## src/rtl/apb_reg_completer.sv

```systemverilog
// APB3 completer: NUM_REGS read/write words plus a read-only write counter at index NUM_REGS,
// with WAIT_CYCLES wait states per access and all bus outputs registered.
module apb_reg_completer #(
    parameter int NUM_REGS    = 8,
    parameter int WAIT_CYCLES = 0
) (
    input  logic                   hclk,
    input  logic                   hresetn,
    input  logic                   psel,
    input  logic                   penable,
    input  logic                   pwrite,
    input  logic [31:0]            paddr,
    input  logic [31:0]            pwdata,
    output logic [31:0]            prdata,
    output logic                   pready,
    output logic                   pslverr,
    output logic [NUM_REGS*32-1:0] reg_out
);
    localparam int          IW       = $clog2(NUM_REGS + 1);
    localparam logic [3:0]  CNT_INIT = (WAIT_CYCLES > 0) ? 4'(WAIT_CYCLES - 1) : 4'd0;
    localparam logic [29:0] IDX_WCNT = 30'(NUM_REGS);

    typedef enum logic [1:0] {
        S_IDLE,
        S_WAIT,
        S_RESP
    } state_t;

    state_t        state_q, state_d;
    logic [3:0]    cnt_q, cnt_d;
    logic [IW-1:0] idx_q, idx_d;
    logic          wr_q, wr_d;
    logic          err_q, err_d;
    logic [31:0]   regs_q [NUM_REGS];
    logic [31:0]   regs_d [NUM_REGS];
    logic [31:0]   wr_count_q, wr_count_d;
    logic [31:0]   prdata_q, prdata_d;
    logic          pready_q, pready_d;
    logic          pslverr_q, pslverr_d;

    logic [29:0]   setup_idx;
    logic          setup_err;
    logic [31:0]   rd_val;

    always_comb begin
        setup_idx = paddr[31:2];
        setup_err = (paddr[1:0] != 2'b00) || (setup_idx > IDX_WCNT) ||
                    (pwrite && (setup_idx == IDX_WCNT));

        state_d    = state_q;
        cnt_d      = cnt_q;
        idx_d      = idx_q;
        wr_d       = wr_q;
        err_d      = err_q;
        regs_d     = regs_q;
        wr_count_d = wr_count_q;

        case (state_q)
            S_IDLE: begin
                // penable without a preceding setup phase is not a transfer
                if (psel && !penable) begin
                    idx_d   = setup_idx[IW-1:0];
                    wr_d    = pwrite;
                    err_d   = setup_err;
                    cnt_d   = CNT_INIT;
                    state_d = (WAIT_CYCLES > 0) ? S_WAIT : S_RESP;
                end
            end
            S_WAIT: begin
                if (!psel) begin
                    state_d = S_IDLE;
                end else if (cnt_q == 4'd0) begin
                    state_d = S_RESP;
                end else begin
                    cnt_d = cnt_q - 4'd1;
                end
            end
            S_RESP: begin
                if (!psel) begin
                    state_d = S_IDLE;
                end else if (penable) begin
                    if (wr_q && !err_q) begin
                        for (int i = 0; i < NUM_REGS; i++) begin
                            if (idx_q == IW'(i)) regs_d[i] = pwdata;
                        end
                        wr_count_d = wr_count_q + 32'd1;
                    end
                    state_d = S_IDLE;
                end
            end
            default: state_d = S_IDLE;
        endcase

        // Read data is captured on entry to RESP; registers cannot change while waiting.
        rd_val = '0;
        if (idx_d == IW'(NUM_REGS)) rd_val = wr_count_q;
        for (int i = 0; i < NUM_REGS; i++) begin
            if (idx_d == IW'(i)) rd_val = regs_q[i];
        end

        pready_d  = (state_d == S_RESP);
        pslverr_d = pready_d && err_d;
        prdata_d  = (pready_d && !err_d && !wr_d) ? rd_val : 32'd0;
    end

    always_ff @(posedge hclk or negedge hresetn) begin
        if (!hresetn) begin
            state_q    <= S_IDLE;
            cnt_q      <= '0;
            idx_q      <= '0;
            wr_q       <= 1'b0;
            err_q      <= 1'b0;
            regs_q     <= '{default: '0};
            wr_count_q <= '0;
            prdata_q   <= '0;
            pready_q   <= 1'b0;
            pslverr_q  <= 1'b0;
        end else begin
            state_q    <= state_d;
            cnt_q      <= cnt_d;
            idx_q      <= idx_d;
            wr_q       <= wr_d;
            err_q      <= err_d;
            regs_q     <= regs_d;
            wr_count_q <= wr_count_d;
            prdata_q   <= prdata_d;
            pready_q   <= pready_d;
            pslverr_q  <= pslverr_d;
        end
    end

    always_comb begin
        reg_out = '0;
        for (int i = 0; i < NUM_REGS; i++) begin
            reg_out[32*i +: 32] = regs_q[i];
        end
    end

    assign prdata  = prdata_q;
    assign pready  = pready_q;
    assign pslverr = pslverr_q;

endmodule

```

## config.mk

```make
export PLATFORM = sky130hd
export DESIGN_NAME = apb_reg_completer
export DESIGN_NICKNAME = d
export VERILOG_FILES = /design/src/rtl/apb_reg_completer.sv
export SDC_FILE = /design/constraint.sdc
export NUM_CORES = 1
export LEC_CHECK = 0
export ABC_AREA = 0
export BUFFER_PORTS_ARGS = -buffer_cell sky130_fd_sc_hd__buf_4
export CAP_MARGIN = 20
export CORE_MARGIN = 3
export CORE_UTILIZATION = 45
export CTS_CLUSTER_DIAMETER = 40
export CTS_CLUSTER_SIZE = 28
export DETAILED_ROUTE_END_ITERATION = 8
export PLACE_DENSITY = 0.77
export SYNTH_ARGS = -nofsm -noshare
export SYNTH_HDL_FRONTEND = slang
export SYNTH_SLANG_ARGS = --single-unit
```

## constraint.sdc

```tcl
create_clock -name hclk -period 2.7 [get_ports hclk]
set_input_delay 0.27 -clock hclk [delete_from_list [all_inputs] [get_ports hclk]]
set_output_delay 0.27 -clock hclk [all_outputs]
set_load 0.005 [all_outputs]
```

Yosys cells after proc, flatten, opt, wreduce, memory -nomap -nowiden:

Index checks and enable logic that the tools add are counted.
W data, S select, Z words.

* bits in latches: 0
* ROM bits: 0
* memories: 0
* memory bits (writable): 0
* bits in registers: 334

* muxes and demuxes: 26
* $add $sub $neg: 2
* multiply operators: 0
* divide/modulo/power cells: 0
* equality and inequality tests: 22
* reductions and logical operators: 28
* shift operators: 0
* bitwise operators: 0
* $lt $le $gt $ge: 1

Operators with widths (number)
* $mux W32: 10
* $reduce_and A5 Y1: 8
* $add A32 B1 Y32 const B: 1
* $eq A4 B3 Y1 const B: 8
* $eq A30 B4 Y1 const B: 1
* $gt A30 B4 Y1 const B: 1
* $mux W4: 5
* $eq A4 B2 Y1 const B: 4
* $logic_not A4 Y1: 3
* $mux W2: 5
* $eq A4 B1 Y1 const B: 2
* $pmux W4 S2: 1
* $reduce_and A4 Y1: 2
* $logic_and A1 B1 Y1: 6
* $ne A2 B2 Y1 const B: 3
* $pmux W2 S3: 1
* $eq A2 B2 Y1 const B: 2
* $eq A4 B4 Y1 const B: 1
* $logic_not A1 Y1: 4
* $mux W1: 4
* $reduce_bool A2 Y1: 2
* $sub A4 B1 Y4 const B: 1
* $eq A2 B1 Y1 const B: 1
* $logic_not A2 Y1: 1
* $logic_or A1 B1 Y1: 2

Longest topological paths before layout:

* depth after elaboration: 15
* mapped depth: 10

Worst setup path after synthesis:

OpenSTA, ideal clock, no wires.

* path kind: flip-flop to flip-flop
* from: register state_q[1]
* to: register prdata_q[18] (netlist: prdata[18])
* period minus slack after synthesis: 2.281 ns
* library setup time: 0.139 ns
* slack: 0.419 ns
* data required time: 2.561 ns
* cell stages (with the launch flop): 9
* buffers on the path: 3
* arrival: 2.142 ns
* cell sequence: dfrtp_1 nor4b_2 buf_6 buf_8 mux2i_1 clkbuf_1 a21oi_1 a2111oi_1 nor4b_2

* longest elaborated chain between the ends: 13

RTL lines
* from (decl): line 29 `state_t state_q, state_d;`
* from (signal assigned): line 119 `state_q <= state_d;`
* $logic_not A2 Y1: line 58 `case (state_q)`
* $mux W4: line 58
* $eq A4 B4 Y1: line 96 `if (idx_d == IW'(NUM_REGS)) rd_val = wr_count_q;`
* $mux W32: line 96
* $mux W32 (8 in a row): line 98 `if (idx_d == IW'(i)) rd_val = regs_q[i];`
* $mux W32 (*): line 103 `prdata_d = (pready_d && !err_d && !wr_d) ? rd_val : 32'd0;`
* net prdata_d[18]: line 37 `logic [31:0] prdata_q, prdata_d;`
* to (signal assigned): line 126 `prdata_q <= prdata_d;`
* to (decl): line 37

Mark *: on every way through the listed nets, which the timed path passes. The rest lies on a longest branch.
A chain may end at the register's enable or synchronous reset.

Final worst setup path:

* from: register state_q[1]
* to: register prdata_q[10] (netlist: prdata[10])

Same word-level chain as after synthesis.

==> summary.md <==
| Metric | Value |
|---|---|
| Worst-case setup slack after placement | -0.106 ns |
| Clock tree from TritonCTS | yes |
| Count of TritonRoute iterations in the first routing pass | 7 |
| Number of rows in the core area | 67 |
| Worst Setup Start Kind | flop |
| Ratio of total power to cell area | 602 mW/mm^2 |
| Sw Pwr | about 3.5 mW |
| CP max stage delay | 0.44 ns |
| Smallest setup slack after layout | 0.104 ns |
| Antenna diode count | 0 |
| Total internal power | ~9.2 mW |
| Area of the mapped netlist | 0.0154 sq mm |
| Synth warn | 0 |
| Initial Util | 45.8% |
| Vias per cell | 6.00 |
| Number of buffers on the longest clock path | 3 |
| Post-synth top area share | roughly 54% |
| Clock latency of the later-clocked register in the worst-skew pair | 0.55 ns |
| Top_reg_cell synth | dfrtp_1 |
| Total Routing Usage GR | around 28% |
| Final min period | 2.60 ns |
| Number of synthesized flops with an enable pin | 0 |
| IO Port Bufs | between 300 and 400 |
| Number of nets in the finished design | ~1700 |
| Ordered list of cells on the worst path | nor4b_4 > buf_12 > mux2_2 > a22oi_1 > o21ai_0 > a31oi_1 > a211oi_2 |
| Post-layout total power | approximately 13 mW |
| Avg WL per Cell | 24.8 um |
| Count of routing violations after the opening detailed-route iteration | 1023 |
| Worst slew margin | 36.9% |
| Type of element capturing the critical path | flop |
| Clock Skews | 0.0253 ns |
| Dominant cell type by area after synthesis | dfrtp_1 |
| Worst hold slack across all endpoints | 0.0232 ns |
| Cell type of the slowest stage on the worst timing path | mux2_2 |
| Clock root buffer | clkbuf_16 |
| Synth async-reset ratio | 100% |
| Worst endpoint required time | 3.08 ns |
| Run status | complete, no violations |
| Worst-path maximum fanout | 13 |
| Via count | 12900 |
| Core region area | 0.0336 sq mm |
| Slew at the pin closest to its max-slew limit | about 0.95 ns |
| #FFs+latches synth | about 330 |
| Timing-limited maximum frequency | 0.385 GHz |
| Final estimated routing congestion in global placement | 0.904 |
| Tcrit/Tclk final | 96.2% |
| Proportion of layout cells with a drive suffix above 1 | 48.9% |
| Die ar. | 0.0365 sq mm |
| Initial antenna violation count | 0 |
| Routed WL | 53.4 mm |
| Static leakage | ~10 nW |
| Vias in the first global route | roughly 13000 |
| # DRC | 0 |
| Crit Path Class | reg -> reg |
| IR drop worst, VDD | 491 uV |
| Top-count cell post-synth | dfrtp_1 |
| Remaining antenna violation count after routing | 0 |
| GRT Residual Overflow | 0 |
| Pin count of the biggest net entering global routing | 81 |
| Data arrival time of the critical path | 2.98 ns |
| Buffers plus inverters on the worst setup path | 1 |
| H-tree lvl count | 2 |
| Count of final hold-check violations | 0 |
| Total clock buffers created by CTS | 44 |
| Seq pwr share | 40.4% |
| Setup TNS | 0 ns |
| Cell class contributing the biggest share of worst-path delay | compound AO/OA/AOI/OAI gates |
| Net count of the mapped netlist | 1343 |
| Chip Height | around 190 um |
| Final slew viol count | 0 |
| Number of I/O pins | roughly 360 |
| Maxcap violations | 0 |
| Area grow syn2layout | 36.4% |
| Clock input transition at the sequential cells of the worst setup and hold paths | 0.06 ns |
| Detailed placement HPWL | 37.2 mm |
| Top cell types by occurrence after synthesis | dfrtp_1 (334), mux2_2 (261), nand2_1 (93) |
| Clock network fraction of total power | between 40 and 50% |
| Final setup violation count | 0 |
| Largest cells by area after synthesis | dfrtp_1 (54%), mux2_2 (19%), nand2_1 (2.3%), a221oi_1 (2.2%), o21ai_0 (2.0%) |
| Fraction of the yosys area taken by sequential cells | 54.3% |
| Synthesized instance count | 1271 |
| Proportion of total power due to net switching | 27.5% |
| Post-synth cell types | 60 |
| Global-route wire length before repair | 78.7 mm |
| Combinational group share of total power | 12.7% |
| Per-instance average area after synthesis | 12.1 sq um |
| DIE WIDTH | 191 um |
| Number of sinks driven by the clock tree | 334 |
| Min-Delay Path Class | in -> reg |
==> per-stage QoR <==
stage               utilization (%)  std cells  instance area (sq um)
global route                   62.5       2158                  21000
floorplan                         -       1271                  15400
finish                         62.5       2158                  21000
CTS                            62.0       2150                  20800
detailed placement             57.2       2062                  19200
global placement               57.2       2062                  19200
==> flip-flops by register name (all words and copies together) (netlist names) <==
register / count
idx_q: 4
state_q: 2
reg_out: 256
wr_q: 1
pready: 1
err_q: 1
cnt_q: 4
prdata: 32
pslverr: 1
wr_count_q: 32
==> worst register-to-register path: stages (launching register included) <==
cell      delay (ns)
dfrtp_1         0.40
nor4b_4         0.41
buf_12          0.23
mux2_2          0.44
a22oi_1         0.42
o21ai_0         0.20
a31oi_1         0.25
a211oi_2        0.10
==> what timing repair did <==
item / CTS / global route
resized for setup: 2 / 21
setup endpoints to repair: 9 / 20
hold buffers: 5 / 0
pin swaps: 1 / 8
endpoints found under the hold margin: 80 / 0
cloned: 0 / 1
setup buffers: 2 / 7
==> placed cells by master (no fill, tap or decap), types with 7 or more instances in the layout <==
cell / count
nor4_1: 11
o221ai_1: 20
a221oi_1: 30
a221oi_2: 8
nand3_1: 17
inv_1: 14
buf_4: 412
clkbuf_16: 47
nand4_1: 7
xnor2_1: 23
nor2b_1: 14
dfrtp_1: 334
mux2_2: 260
xor2_1: 10
a2111oi_0: 12
inv_6: 7
o21ai_0: 62
buf_12: 24
a222oi_1: 10
nor4b_1: 15
o21ai_1: 10
a21oi_1: 39
a21o_1: 10
o2111ai_1: 10
nand2_1: 92
nor2_1: 66
a31o_2: 10
==> routing by layer <==
| metal | part of all wire, % | vias up | global-route usage, % | wire length, um |
|---|---|---|---|---|
| met5 | 0 | - | 0 | 0 |
| met4 | 3.4 | 0 | 10.3 | 1810 |
| met3 | 8.4 | 119 | 6.66 | 4500 |
| met2 | 48 | 663 | 46.0 | 25500 |
| met1 | 40 | 6599 | 36.9 | 21600 |
| li1 | - | 5557 | - | - |
==> power by group through the flow <==
stage	combinational, mW	sequential, mW	clock [mW]
after floorplan	0.732	5.17	0
after global placement	1.45	5.20	0
after detailed placement	1.48	5.21	0
after CTS	1.51	5.12	6.01
after global routing	1.71	5.12	6.24
final	1.61	5.12	5.93
==> final timing paths <==
path / startpoint / end / slack (ns) / depth (start not counted)
worst max-delay path: state_q[1] / prdata[10] / 0.10 / 7
worst min-delay path: pwrite / wr_q / 0.02 / 3
worst max register to register: state_q[1] / prdata[10] / 0.10 / 7
worst min register to register: wr_count_q[26] / wr_count_q[26] / 0.50 / 1
max in group asynchronous: hresetn / prdata[5] / 1.55 / 3
min in group asynchronous: hresetn / reg_out[167] / 0.29 / 2
==> layout make-up <==
| cell class | instances | area [sq um] |
|---|---|---|
| clock buffer | 50 | 1210 |
| clock inverter | 31 | 320 |
| fill | 2611 | 12600 |
| inverter | 15 | 61.3 |
| multi-input combinational | 835 | 6810 |
| sequential | 334 | 8360 |
| tap | 448 | 561 |
| timing repair buffer | 445 | 3690 |
==> cell families after synthesis <==
logic type / after synthesis / share of synthesized area, %
buf+inv: 102 / 3.20
simple gates: 272 / 8.86
flops: 334 / 54.3
fa+ha+maj: 3 / 0.244
compound gates: 254 / 11.6
mux: 273 / 19.9
xor+xnor: 33 / 1.88
(Power assumes the default switching activity.)
